--- src/rtl/regfile_wr_arbiter.sv ---
// Three-way round-robin write arbiter for a register file, with a pending-write
// scoreboard that tells decode when a source register is still in flight.
module regfile_wr_arbiter #(
  parameter int NREQ = 3,
  parameter int AW   = 5,
  parameter int DW   = 32
) (
  input  logic                 clk,
  input  logic                 rst,
  input  logic [NREQ-1:0]      req_valid,
  input  logic [NREQ*AW-1:0]   req_addr,
  input  logic [NREQ*DW-1:0]   req_data,
  output logic [NREQ-1:0]      req_ready,
  output logic                 rf_we,
  output logic [AW-1:0]        rf_waddr,
  output logic [DW-1:0]        rf_wdata,
  input  logic                 claim_valid,
  input  logic [AW-1:0]        claim_addr,
  input  logic [AW-1:0]        rd_addr1,
  input  logic [AW-1:0]        rd_addr2,
  output logic                 stall,
  output logic [31:0]          pend_mask,
  output logic                 sb_err,
  output logic [15:0]          conflict_cnt
);

  logic [1:0]    last_grant_q, last_grant_d;
  logic          rf_we_q, rf_we_d;
  logic [AW-1:0] rf_waddr_q, rf_waddr_d;
  logic [DW-1:0] rf_wdata_q, rf_wdata_d;
  logic [31:0]   pend_mask_q, pend_mask_d;
  logic          sb_err_q, sb_err_d;
  logic [15:0]   conflict_cnt_q, conflict_cnt_d;

  logic          gnt_any;
  logic [1:0]    gnt_idx;
  logic [1:0]    cand;
  logic [AW-1:0] gnt_addr;
  logic [DW-1:0] gnt_data;
  logic [31:0]   clr_mask, set_mask;
  logic          contended;

  // Round-robin search: start one past the last winner, wrap modulo 3.
  always_comb begin
    // NOTE: every variable gets a default before any conditional write, so no latch is inferred.
    gnt_any = 1'b0;
    gnt_idx = 2'd0;
    cand    = (last_grant_q == 2'd2) ? 2'd0 : last_grant_q + 2'd1;
    for (int k = 0; k < NREQ; k++) begin
      if (!gnt_any && req_valid[cand]) begin
        gnt_any = 1'b1;
        gnt_idx = cand;
      end
      cand = (cand == 2'd2) ? 2'd0 : cand + 2'd1;
    end
  end

  assign gnt_addr  = req_addr[gnt_idx*AW +: AW];
  assign gnt_data  = req_data[gnt_idx*DW +: DW];
  assign req_ready = (gnt_any && rst) ? (3'b001 << gnt_idx) : 3'b000;
  assign contended = (req_valid[0] & req_valid[1]) | (req_valid[0] & req_valid[2]) |
                     (req_valid[1] & req_valid[2]);

  always_comb begin
    last_grant_d   = last_grant_q;
    rf_we_d        = 1'b0;
    rf_waddr_d     = rf_waddr_q;
    rf_wdata_d     = rf_wdata_q;
    clr_mask       = 32'd0;
    set_mask       = 32'd0;
    conflict_cnt_d = conflict_cnt_q;

    if (gnt_any) begin
      last_grant_d = gnt_idx;
      rf_we_d      = (gnt_addr != '0);
      rf_waddr_d   = gnt_addr;
      rf_wdata_d   = (gnt_addr != '0) ? gnt_data : '0;
      if (gnt_addr != '0) clr_mask = 32'd1 << gnt_addr;
    end
    if (claim_valid && claim_addr != '0) set_mask = 32'd1 << claim_addr;

    // A claim landing on the same edge as the clear keeps the register reserved.
    pend_mask_d = ((pend_mask_q & ~clr_mask) | set_mask) & ~32'd1;
    sb_err_d    = sb_err_q | (|(set_mask & pend_mask_q & ~clr_mask))
                           | (|(clr_mask & ~pend_mask_q));

    if (contended && conflict_cnt_q != 16'hFFFF) conflict_cnt_d = conflict_cnt_q + 16'd1;
  end

  // NOTE: sequential state uses non-blocking assignments so all flops sample the same pre-edge values.
  always_ff @(posedge clk or negedge rst) begin
    if (!rst) begin
      last_grant_q   <= 2'd2;
      rf_we_q        <= 1'b0;
      rf_waddr_q     <= '0;
      rf_wdata_q     <= '0;
      pend_mask_q    <= 32'd0;
      sb_err_q       <= 1'b0;
      conflict_cnt_q <= 16'd0;
    end else begin
      last_grant_q   <= last_grant_d;
      rf_we_q        <= rf_we_d;
      rf_waddr_q     <= rf_waddr_d;
      rf_wdata_q     <= rf_wdata_d;
      pend_mask_q    <= pend_mask_d;
      sb_err_q       <= sb_err_d;
      conflict_cnt_q <= conflict_cnt_d;
    end
  end

  assign stall = (rd_addr1 != '0 && pend_mask_q[rd_addr1]) ||
                 (rd_addr2 != '0 && pend_mask_q[rd_addr2]);

  assign rf_we        = rf_we_q;
  assign rf_waddr     = rf_waddr_q;
  assign rf_wdata     = rf_wdata_q;
  assign pend_mask    = pend_mask_q;
  assign sb_err       = sb_err_q;
  assign conflict_cnt = conflict_cnt_q;

endmodule
--- config.mk ---
export PLATFORM = sky130hd
export DESIGN_NAME = regfile_wr_arbiter
export DESIGN_NICKNAME = d
export VERILOG_FILES = /design/src/rtl/regfile_wr_arbiter.sv
export SDC_FILE = /design/constraint.sdc
export NUM_CORES = 1
export LEC_CHECK = 0
export CORE_AREA = 2 2 121 123
export CTS_CLUSTER_SIZE = 25
export DETAILED_ROUTE_END_ITERATION = 10
export DIE_AREA = 0 0 123 125
export PLACE_DENSITY_LB_ADDON = 0.1
export SYNTH_ARGS = -nofsm -noshare
export SYNTH_HDL_FRONTEND = slang
export SYNTH_SLANG_ARGS = --single-unit
--- constraint.sdc ---
create_clock -name clk -period 2.8 [get_ports clk]
set_input_delay 0.42 -clock clk [delete_from_list [all_inputs] [get_ports clk]]
set_output_delay 0.42 -clock clk [all_outputs]
set_load 0.01 [all_outputs]
==> flow_metrics.env, run 1 <==
export IMPL_cts_buffers=9
export IMPL_cp_max_fo=7
export IMPL_dpl_hpwl_mm=17.3
export IMPL_ys_top_cells_by_area="dfrtp_1 (41%), nand2_1 (8.1%), mux4_2 (7.5%)"
export IMPL_place_ws_ns=-0.816
export IMPL_fin_ws_ns=-0.325
export IMPL_finalCriticalPeriod_ns=3.12
export IMPL_syn_area_sq_um=5370
export IMPL_async_reset_ff_share_pct=100
export IMPL_synth_nets=713
export IMPL_finalPower_w=0.00635
export IMPL_cts_root_buf="clkbuf_16"
export IMPL_synth_compound_area_share_pct=24.3
export IMPL_vias=6079
export IMPL_synth_edff_count=0
export IMPL_path_cells="buf_4 -> o32ai_4 -> buf_6 -> a221o_1 -> buf_4 -> buf_4 -> nand4_1 -> o21ai_0 -> or3_1 -> o2111ai_1 -> nor3_1 -> buf_4 -> nand4_1"
export IMPL_ys_types=67
export IMPL_finalHoldViolCount=0
export IMPL_cp_start_kind="flip-flop"
export IMPL_critPathSlowestCell="dfrtp_1"
export IMPL_holdWs_ns=0.190
export IMPL_clkLatencyLatePin_ns=0.35
export IMPL_peakVddDrop_uv=357
export IMPL_min_path_type="primary input to asynchronous set/reset pin"
export IMPL_overflow=0
export IMPL_min_period_over_period_pct=112
export IMPL_via_per_inst=5.67
export IMPL_relSlewSlack_pct=53.1
export IMPL_io_buffer_count=221
export IMPL_grt_max_degree=53
export IMPL_path_clk_slew_ns=0.07
export IMPL_num_rows=44
export IMPL_grt_setup_unrepaired="yes"
export IMPL_gr_usage_all_layers_pct=28.5
export IMPL_max_freq_mhz=320
export IMPL_leakage_nw=3.89
export IMPL_synth_top_area_share_pct=40.5
export IMPL_dieHeight_um=125
export IMPL_slowest_delay_ns=0.41
export IMPL_synthMuxAreaShare_pct=9.10
export IMPL_arrival_ns=3.33
export IMPL_cpMostUsedCell="buf_4"
export IMPL_cts_tree="yes"
export IMPL_htreeDepth=3
export IMPL_fin_util_pct=63.3
export IMPL_die_area_sq_um=15400
export IMPL_first_pass_iters=5
export IMPL_grt_pass1_vias=6155
export IMPL_ys_warn_count=0
export IMPL_yosysTopAreaCell="dfrtp_1"
export IMPL_grt_pass1_wl_mm=33.2
export IMPL_ys_ff_latch=88
export IMPL_antenna_found_initial=0
export IMPL_synth_xor_area_share_pct=2.28
export IMPL_mostFrequentLayoutCells="clkdlybuf4s50_1 (213), nand2_1 (116), buf_4 (96)"
export IMPL_ys_flop_type="dfrtp_1"
export IMPL_holdBufCountCts=0
export IMPL_seq_area_frac_synth_pct=41.0
export IMPL_end_kind="flip-flop"
export IMPL_wl_mm=22.4
export IMPL_cp_required_ns=3.00
export IMPL_layout_drive_gt1_share_pct=19.1
export IMPL_violations="setup timing"
export IMPL_setup_viol=1
export IMPL_synth_top_family_by_area="compound AO/OA/AOI/OAI gates"
export IMPL_avgRoutedWirePerCell_um=20.9
export IMPL_status="complete, but fails checks"
export IMPL_ant_nets=0
export IMPL_finalSetupTns_ns=-0.325
export IMPL_synthSimpleGateAreaFrac_pct=19.6
export IMPL_num_antenna_cells=0
export IMPL_path_class="flip-flop to flip-flop"
export IMPL_cts_sinks=88
export IMPL_synth_area_per_cell_sq_um=9.27
export IMPL_nets=1017
export IMPL_drt_iter0_drc=388
export IMPL_synthAdderAreaFrac_pct=0.419
export IMPL_synthCells=580
export IMPL_p_per_area_nw_per_um2=707
export IMPL_cp_top_family="compound AO/OA/AOI/OAI gates"
export IMPL_start_util_pct=37.8
export IMPL_coreArea_sq_um=14200
export IMPL_area_growth_pct=67.2
export IMPL_finalMaxSlewViolations=0
export IMPL_die_w_um=123
export IMPL_worstMarginPinSlew_ns=0.700
export IMPL_drc=0
export IMPL_finalClockSkew_ns=0.00719
export IMPL_clockBufferDepth=2
export IMPL_io_pins=223
export IMPL_layout_commonest_cell="clkdlybuf4s50_1"
export IMPL_finalWeightedCongestion=1.01
export IMPL_crit_buf_inv=5
export IMPL_cap_violations=0
[metrics by stage]
step	area (sq um)	instances
2_1_floorplan	5390	580
3_3_place_gp	8380	1039
3_5_place_dp	8380	1039
4_1_cts	8820	1066
5_1_grt	8990	1073
6_report	8990	1073
[power breakdown]
group | internal (W) | leakage [nW] | switching, W | total (W)
Clock | 0.000633 | 0.132 | 0.000542 | 0.00118
Combinational | 0.00174 | 2.68 | 0.00128 | 0.00302
Sequential | 0.00163 | 1.08 | 0.000522 | 0.00216
Total | 0.00401 | 3.89 | 0.00235 | 0.00635
[path summary, 6_finish.rpt]
check,start,endpoint,slack [ns],cells after the start
worst min register to register,rf_wdata[31],rf_wdata[31],0.50,1
worst max-delay path,last_grant_q[0],sb_err,-0.32,13
max in group asynchronous,rst,rf_wdata[16],2.06,2
worst max register to register,last_grant_q[0],sb_err,-0.32,13
worst min-delay path,rst,rf_waddr[4],0.19,2
min in group clk,req_valid[1],last_grant_q[1],0.41,2
[layout make-up]
cell class / instances / area [sq um]
sequential: 88 / 2200
multi-input combinational: 451 / 3110
timing repair buffer: 329 / 3140
clock inverter: 5 / 41.3
clock buffer: 11 / 243
inverter: 5 / 18.8
fill: 1236 / 5220
tap: 184 / 230
[metal layers]
layer / global-route usage (%) / wire (um) / vias up
met5: 0 / 0 / -
met4: 13.2 / 875 / 0
met3: 4.79 / 1590 / 47
met2: 48.5 / 11100 / 297
met1: 35.0 / 8870 / 2960
li1: - / - / 2775
[synth_stat cells, types with 3 or more instances]
library cell / number
a21o_1: 4
a21oi_1: 5
a22o_1: 36
a22oi_1: 33
a31oi_1: 3
and3_1: 7
buf_1: 5
buf_2: 5
clkbuf_1: 23
dfrtp_1: 87
inv_1: 4
mux2_2: 3
mux2i_1: 5
mux4_2: 18
nand2_1: 116
nand2b_1: 6
nand3_1: 19
nand4_1: 10
nor2_1: 29
nor2b_1: 13
nor3_1: 7
o211ai_1: 3
o21a_1: 4
o21ai_0: 42
o21ai_1: 6
o22a_1: 4
o22ai_1: 11
or2_1: 6
or3_1: 6
xnor2_1: 8
xor2_1: 6
[kinds of logic after synthesis]
logic type | count (synthesis)
AO/OA/AOI/OAI | 178
buffers and inverters | 41
other | 1
AND/OR/NAND/NOR | 230
flip-flops | 88
adder cells (fa/ha/maj) | 2
multiplexers | 26
XOR/XNOR | 14
[sequential cells by signal, indices dropped and copies added, names as in the netlist]
| name | cells |
|---|---|
| conflict_cnt | 16 |
| last_grant_q | 2 |
| pend_mask | 31 |
| rf_waddr | 5 |
| rf_wdata | 32 |
| rf_we | 1 |
| sb_err | 1 |
[timing repair]
item | in CTS | in global routing
endpoints found under the setup margin | 5 | 36
gates cloned | 0 | 4
pin swaps | 10 | 4
buffers inserted | 11 | 3
gates resized for setup | 24 | 15
Power figures use the tool's default switching activity.
==> run 2, diff against run 1 <==
- CTS_CLUSTER_SIZE: 25 -> not set
==> results of run 2 <==
Same layout as run 1: the final DEF is identical, and so are final timing and power.
